[src/rtl/mc_control_fsm.sv]
// -----------------------------------------------------------------------------
// mc_control_fsm
//   Main control sequencer for the multi-cycle MIPS datapath. It steps one state
//   per clock through fetch, decode, execute, memory and write-back, drives every
//   datapath strobe and mux select, and holds in the memory states until the
//   memory returns mem_ready.
//
//   Optional feature macro: MC_CTRL_ADDI_EN
//     defined     -> addi (opcode 001000) is decoded through ADDI_EX / ADDI_WB
//     not defined -> addi is reported as an illegal opcode like any other
// -----------------------------------------------------------------------------
module mc_control_fsm #(
   parameter int ST_W = 4
) (
   input  logic            clk,
   input  logic            reset,
   input  logic [5:0]      opcode,
   input  logic            mem_ready,
   output logic            pc_write,
   output logic            pc_write_cond,
   output logic            i_or_d,
   output logic            mem_read,
   output logic            mem_write,
   output logic            ir_write,
   output logic            mem_to_reg,
   output logic            reg_dst,
   output logic            reg_write,
   output logic            alu_src_a,
   output logic [1:0]      alu_src_b,
   output logic [1:0]      alu_op,
   output logic [1:0]      pc_source,
   output logic            illegal_op,
   output logic [ST_W-1:0] state_dbg
);

   // State encodings; these values are visible on state_dbg, so they are fixed.
   localparam logic [ST_W-1:0] FETCH    = ST_W'(0);
   localparam logic [ST_W-1:0] DECODE   = ST_W'(1);
   localparam logic [ST_W-1:0] MEM_ADDR = ST_W'(2);
   localparam logic [ST_W-1:0] MEM_RD   = ST_W'(3);
   localparam logic [ST_W-1:0] MEM_WB   = ST_W'(4);
   localparam logic [ST_W-1:0] MEM_WR   = ST_W'(5);
   localparam logic [ST_W-1:0] EXEC_R   = ST_W'(6);
   localparam logic [ST_W-1:0] R_WB     = ST_W'(7);
   localparam logic [ST_W-1:0] BRANCH   = ST_W'(8);
   localparam logic [ST_W-1:0] JUMP     = ST_W'(9);
`ifdef MC_CTRL_ADDI_EN
   localparam logic [ST_W-1:0] ADDI_EX  = ST_W'(10);
   localparam logic [ST_W-1:0] ADDI_WB  = ST_W'(11);
`endif

   // Opcodes understood by the decoder.
   localparam logic [5:0] OP_RTYPE = 6'b000000;
   localparam logic [5:0] OP_LW    = 6'b100011;
   localparam logic [5:0] OP_SW    = 6'b101011;
   localparam logic [5:0] OP_BEQ   = 6'b000100;
   localparam logic [5:0] OP_J     = 6'b000010;
`ifdef MC_CTRL_ADDI_EN
   localparam logic [5:0] OP_ADDI  = 6'b001000;
`endif

   logic [ST_W-1:0] state;
   logic [ST_W-1:0] nextState;
   logic            opIllegal;

   // State register: async reset abandons whatever instruction was in flight.
   always_ff @(posedge clk or posedge reset) begin
      if (reset) begin
         state <= FETCH;
      end else begin
         state <= nextState;
      end
   end

   // Next-state logic; also flags an unsupported opcode while sitting in DECODE.
   // The flag is a decode of the current state, so it is naturally a single-cycle
   // pulse and is forced low by reset along with the state.
   always_comb begin
      nextState = FETCH;
      opIllegal = 1'b0;
      case (state)
         FETCH:    nextState = mem_ready ? DECODE : FETCH;
         DECODE: begin
            case (opcode)
               OP_RTYPE:      nextState = EXEC_R;
               OP_LW, OP_SW:  nextState = MEM_ADDR;
               OP_BEQ:        nextState = BRANCH;
               OP_J:          nextState = JUMP;
`ifdef MC_CTRL_ADDI_EN
               OP_ADDI:       nextState = ADDI_EX;
`endif
               default: begin
                  nextState = FETCH;
                  opIllegal = 1'b1;
               end
            endcase
         end
         MEM_ADDR: begin
            if (opcode == OP_LW) begin
               nextState = MEM_RD;
            end else if (opcode == OP_SW) begin
               nextState = MEM_WR;
            end else begin
               nextState = FETCH;
            end
         end
         MEM_RD:   nextState = mem_ready ? MEM_WB : MEM_RD;
         MEM_WB:   nextState = FETCH;
         MEM_WR:   nextState = mem_ready ? FETCH : MEM_WR;
         EXEC_R:   nextState = R_WB;
         R_WB:     nextState = FETCH;
         BRANCH:   nextState = FETCH;
         JUMP:     nextState = FETCH;
`ifdef MC_CTRL_ADDI_EN
         ADDI_EX:  nextState = ADDI_WB;
         ADDI_WB:  nextState = FETCH;
`endif
         default:  nextState = FETCH;
      endcase
   end

   // Moore output decode; only the fetch-stage IR and PC loads look at mem_ready,
   // so a stalled fetch keeps reading without committing anything.
   always_comb begin
      pc_write      = 1'b0;
      pc_write_cond = 1'b0;
      i_or_d        = 1'b0;
      mem_read      = 1'b0;
      mem_write     = 1'b0;
      ir_write      = 1'b0;
      mem_to_reg    = 1'b0;
      reg_dst       = 1'b0;
      reg_write     = 1'b0;
      alu_src_a     = 1'b0;
      alu_src_b     = 2'd0;
      alu_op        = 2'd0;
      pc_source     = 2'd0;
      case (state)
         FETCH: begin
            mem_read  = 1'b1;
            ir_write  = mem_ready;
            pc_write  = mem_ready;
            alu_src_b = 2'd1;
         end
         DECODE: begin
            alu_src_b = 2'd3;
         end
         MEM_ADDR: begin
            alu_src_a = 1'b1;
            alu_src_b = 2'd2;
         end
         MEM_RD: begin
            mem_read = 1'b1;
            i_or_d   = 1'b1;
         end
         MEM_WB: begin
            reg_write  = 1'b1;
            mem_to_reg = 1'b1;
            reg_dst    = 1'b1;
         end
         MEM_WR: begin
            mem_write = 1'b1;
            i_or_d    = 1'b1;
         end
         EXEC_R: begin
            alu_src_a = 1'b1;
            alu_op    = 2'd2;
         end
         R_WB: begin
            reg_write = 1'b1;
         end
         BRANCH: begin
            alu_src_a     = 1'b1;
            alu_op        = 2'd1;
            pc_write_cond = 1'b1;
            pc_source     = 2'd1;
         end
         JUMP: begin
            pc_write  = 1'b1;
            pc_source = 2'd2;
         end
`ifdef MC_CTRL_ADDI_EN
         ADDI_EX: begin
            alu_src_a = 1'b1;
            alu_src_b = 2'd2;
         end
         ADDI_WB: begin
            reg_write = 1'b1;
            reg_dst   = 1'b1;
         end
`endif
         default: begin
         end
      endcase
   end

   assign illegal_op = opIllegal;
   assign state_dbg  = state;

endmodule

[config.mk]
export PLATFORM = sky130hd
export DESIGN_NAME = mc_control_fsm
export DESIGN_NICKNAME = d
export VERILOG_FILES = /design/src/rtl/mc_control_fsm.sv
export SDC_FILE = /design/constraint.sdc
export NUM_CORES = 1
export LEC_CHECK = 0
export CAP_MARGIN = 40
export CORE_MARGIN = 3
export CORE_UTILIZATION = 35
export CTS_BUF_LIST = sky130_fd_sc_hd__clkbuf_4 sky130_fd_sc_hd__clkbuf_8
export CTS_CLUSTER_DIAMETER = 150
export DETAILED_ROUTE_END_ITERATION = 16
export HOLD_SLACK_MARGIN = 0.12
export PLACE_DENSITY = 0.75
export SLEW_MARGIN = 40
export SYNTH_ARGS = -nofsm -noshare
export SYNTH_HDL_FRONTEND = slang
export SYNTH_SLANG_ARGS = --single-unit
[constraint.sdc]
create_clock -name clk -period 1.5 [get_ports clk]
set_input_delay 0.15 -clock clk [delete_from_list [all_inputs] [get_ports clk]]
set_output_delay 0.15 -clock clk [all_outputs]
set_load 0.01 [all_outputs]
# After elaboration in Yosys (flattened, before gate mapping)
# Index checks and enable logic that the tools add are counted.
# classes
eq_ne	13
mux	21
reduce_logical	8
# op_table
op	count
case mux 4 bit (6 select lines)	1
== test 4 x 3 -> 1 bit (second input constant)	4
case mux 4 bit (4 select lines)	1
== test 6 bit (second input constant)	2
2-to-1 mux 3 bit	4
2-to-1 mux 1 bit	11
== test 4 x 2 -> 1 bit (second input constant)	2
== test 4 bit (second input constant)	2
case mux 2 bit (2 select lines)	2
OR reduction 2 bit	4
== test 6 x 2 -> 1 bit (second input constant)	1
== test 6 x 3 -> 1 bit (second input constant)	1
logical NOT 6 bit	1
case mux 2 bit (3 select lines)	1
OR reduction 5 bit	1
== test 4 x 1 -> 1 bit (second input constant)	1
logical NOT 4 bit	1
OR reduction 3 bit	1
case mux 1 bit (2 select lines)	1
# totals
register_bits	4
inputBits	9
output_inout_bits	21
word_cells	43

# Logic depth before layout (Yosys ltp)
# depth
depth_word	4
mapped_depth	6

# Least setup slack after synthesis
# No wires, ideal clock.
# synth_timing
kind	register -> output
startpoint	register state[2] (netlist: state_dbg[2])
endpoint	output port ir_write
t_arrival_ns	1.426
required_ns	1.350
slack_ns	-0.076
path_stages_with_launch	4
cell_sequence	dfrtp_1 clkbuf_1 or2_2 nor4b_1
# synth_via
elab_chain_len	2
# synth_rtl
element	line	source
start: declaration	62	logic [ST_W-1:0] state;
start signal: assignment	71	state <= nextState;
logical NOT 4 bit	138	case (state)
2-to-1 mux 1 bit	138	
end: declaration	24	output logic ir_write,
# No other way between the ends.

# Final worst setup path
# layout_timing
startpoint	register state[0] (netlist: state_dbg[0])
endpoint	register state[1] (netlist: state_dbg[1])
# layout_via
elab_chain_len	2
word_cells_on_any_way	7
cone_classes	eq/ne (5); mux (1); reduce/logical (1)
# layout_rtl
element	line	source
== test 4 x 3 -> 1 bit (tied with other cells)	81	case (state)
case mux 4 bit (6 select lines) (*)	81	
via nextState[1]	63	logic [ST_W-1:0] nextState;
# The timed path passes the listed nets; every way through them passes the cells marked *.

==> summary.md <==
| Metric | Value |
|---|---|
| Placer Congestion | 0.801 |
| CP dominant cell by count | buf_4 |
| Setup crit end | state_dbg[1]$_DFF_PP0_ |
| Total CTS buffers | 3 |
| Status | finished with violations |
| Post-synthesis adder-cell area fraction | 0% |
| Synth Area in Simple Gates | 42.2% |
| Syn nets | 80 |
| Most used DFF post-synth | dfrtp_1 |
| Largest family of logic cells by synthesized area | simple AND/OR/NAND/NOR gates |
| Setup WS pre-CTS | -0.333 ns |
| CP max stage cell | or4bb_1 |
| Crit path DAT | 1.66 ns |
| Worst hold path type | input pin to flop |
| Proportion of layout cells with a drive suffix above 1 | 51.2% |
| Clock Pin Slew Worst Setup and Hold Paths | 0.04 ns |
| Syn avg cell area | 7.26 sq um |
| FMAX | 666 MHz |
| Post-DP HPWL | 1.24 mm |
| Cell area after synthesis | 515 sq um |
| Clock Skews | 0.00508 ns |
| Initial antenna violation count | 0 |
| Cells after Synth | 71 |
| Slew margin rel. | 81.0% |
| Worst-path cell chain | buf_4, buf_4, or4bb_1, nand2_1, a31oi_1, o22ai_1 |
| First-pass GRT wire length | 2.86 mm |
| Sequential share of the synthesized area | 19.4% |
| R2R cell count | 6 |
| Distinct cells, synth | 31 |
| Setup crit end kind | flop |
| R2R Path Start | state_dbg[0]$_DFF_PP0_ |
| Worst path bufs/invs | 2 |
| Synth Area in Compound Gates | 18.9% |
| Die X | 44.4 um |
| Worst Setup SP | state_dbg[0]$_DFF_PP0_ |
| Number of routed nets with antenna violations | 0 |
| Post-route DRC | 0 |
| Fin Setup TNS | -0.00101 ns |
| R2R setup slack | -0.001 ns |
| Via count | 696 |
| Period minus WS final | 1.50 ns |
| Site Rows | 13 |
| Tightest Pin Transition | 0.283 ns |
| Antenna cells | 0 |
| Critical Path RT | 1.66 ns |
| Leak | 0.000489 uW |
| # clock sinks | 4 |
| Worst vdd ir | 563 uV |
| Initial Util | 38.6% |
| I/O Buffers | 29 |
| Violated checks | setup timing |
| GRT overflow | 0 |
| Min setup slack post-route | -0.00101 ns |
| Hold Vio Cnt, Final | 0 |
| Worst-Skew Late Latency | 0.24 ns |
| Synth top area share | 19.4% |
| Gr usage total | 19.5% |
| Worst Setup Start Kind | flop |
| Xor-xnor portion of the synthesized cell area | 3.40% |
| Post-synth EDFFs | 0 |
| Mux share of post-synthesis cell area | 1.94% |
| TritonCTS clock tree | done |
| Yosys top cell by area | dfrtp_1 |
| Ports | 30 |
| Critical path class | flop to flop |
| DR iter-0 viols | 10 |
| Root buf cell | clkbuf_4 |
| Via-per-instance ratio | 5.12 |
| FF+latch count, synth | 4 |
| Fin util | 76.2% |
| DR WL/cell | 13.5 um |
| Number of flip-flops in the largest register | 4 |
| Largest net degree at the start of global routing | 13 |
| # nets final | 132 |
| Final Max Tran Viols | 0 |
| Pwr dens | 943 nW/um^2 |
| H-tree depth | 1 |
| Synth Warn # | 0 |
| Critical path peak fanout | 5 |
| Core ar. | 1330 sq um |
| Largest stage delay, worst path | 0.47 ns |
| Critical Path Stages | 6 |
| FF-to-FF End | state_dbg[1]$_DFF_PP0_ |
| Min-delay src | opcode[3] |
| P&R area growth vs syn | 97.1% |
| Crit-path leading delay family | simple AND/OR/NAND/NOR gates |
| MaxCap Viol Count | 0 |
| Total die area | 1970 sq um |
| Drt pass-1 iters | 4 |
| Setup Viol. Count Final | 1 |
| WL final | 1.84 mm |
| Unrepaired setup endpoints after global routing | true |
| Synth area leaders | dfrtp_1 19%, nor2_1 8.0%, nor3_1 6.8% |
| Die Ht | 44.4 um |
| Vias in the first global route | 679 |
| Fraction of registers with async set/reset | 100% |
| CTS max path bufs | 2 |
| Crit share post-route | 100% |
-- cell families (layout without fill, tap and decap cells) --
logic type / Yosys count / after routing
AOI/OAI and AO/OA: 14 / 14
and+or+nand+nor: 41 / 41
buffers and inverters: 9 / 59
DFF: 4 / 4
xor gates and xnor gates: 2 / 2
muxes: 1 / 1
-- stage by stage --
stage / cell area [sq um] / hold slack, ns / std cells / power, uW
2_1_floorplan: 522 / -0.0839 / 71 / 406
3_3_place_gp: 901 / 0.342 / 126 / 719
3_5_place_dp: 901 / 0.342 / 126 / 729
4_1_cts: 962 / 0.436 / 132 / 894
5_1_grt: 1020 / 0.312 / 136 / 1020
6_report: 1020 / 0.290 / 136 / 958
-- cells in the mapped netlist, types with 2 or more instances --
| cell type | count |
|---|---|
| nand2_1 | 6 |
| o21ai_0 | 3 |
| inv_1 | 2 |
| a21oi_1 | 3 |
| clkbuf_1 | 2 |
| buf_2 | 2 |
| nand3_1 | 3 |
| xnor2_1 | 2 |
| nor3_1 | 7 |
| o211ai_1 | 2 |
| nor2_1 | 11 |
| nor3b_1 | 3 |
| buf_4 | 2 |
| dfrtp_1 | 4 |
| nand2b_1 | 3 |
-- layout make-up --
class | instances | area, sq um
inverter | 2 | 7.51
clock buffer | 3 | 22.5
tap | 15 | 18.8
multi-input combinational | 58 | 444
timing repair buffer | 54 | 422
sequential | 4 | 101
fill | 95 | 318
-- worst min path at each step --
stage	end	slack (ns)	cells after the start
after CTS	state_dbg[2]$_DFF_PP0_	0.44	3
final	state_dbg[1]$_DFF_PP0_	0.29	3
after detailed placement	state_dbg[2]$_DFF_PP0_	0.34	2
after floorplan	state_dbg[0]$_DFF_PP0_	-0.08	1
after global routing	state_dbg[1]$_DFF_PP0_	0.31	3
after global placement	state_dbg[3]$_DFF_PP0_	0.34	2
-- worst register-to-register path, stage by stage (launching register included) --
cell and delay (ns):
dfrtp_2 0.42, buf_4 0.15, buf_4 0.11, or4bb_1 0.47, nand2_1 0.09, a31oi_1 0.05, o22ai_1 0.13
-- report_power, final --
group,internal [uW],total (uW),switching (uW)
clock,89.8,139,49.2
combinational,358,662,304
sequential,128,157,29.3
total,576,958,382
-- layout by cell type, fill, tap and decap left out, types with 4 or more instances in the layout --
master	instances
nor2_1	9
nor3_2	4
dlygate4sd2_1	4
buf_4	22
buf_2	11
clkdlybuf4s50_1	7
nand2_1	4
-- timing repair --
item / in CTS / in global routing
hold buffers: 1 / 0
gates cloned: 0 / 0
resized for setup: 59 / 26
endpoints found under the hold margin: 4 / 0
setup buffers: 2 / 4
pin swaps: 4 / 9
setup endpoints to repair: 19 / 18
-- per-layer routing --
metal	part of all wire [%]	global-route usage [%]
met5	0	0
met4	1.9	10.8
met3	4.5	1.22
met2	52	34.3
met1	41	23.3
Note: power is estimated with default switching activity, not from simulation.
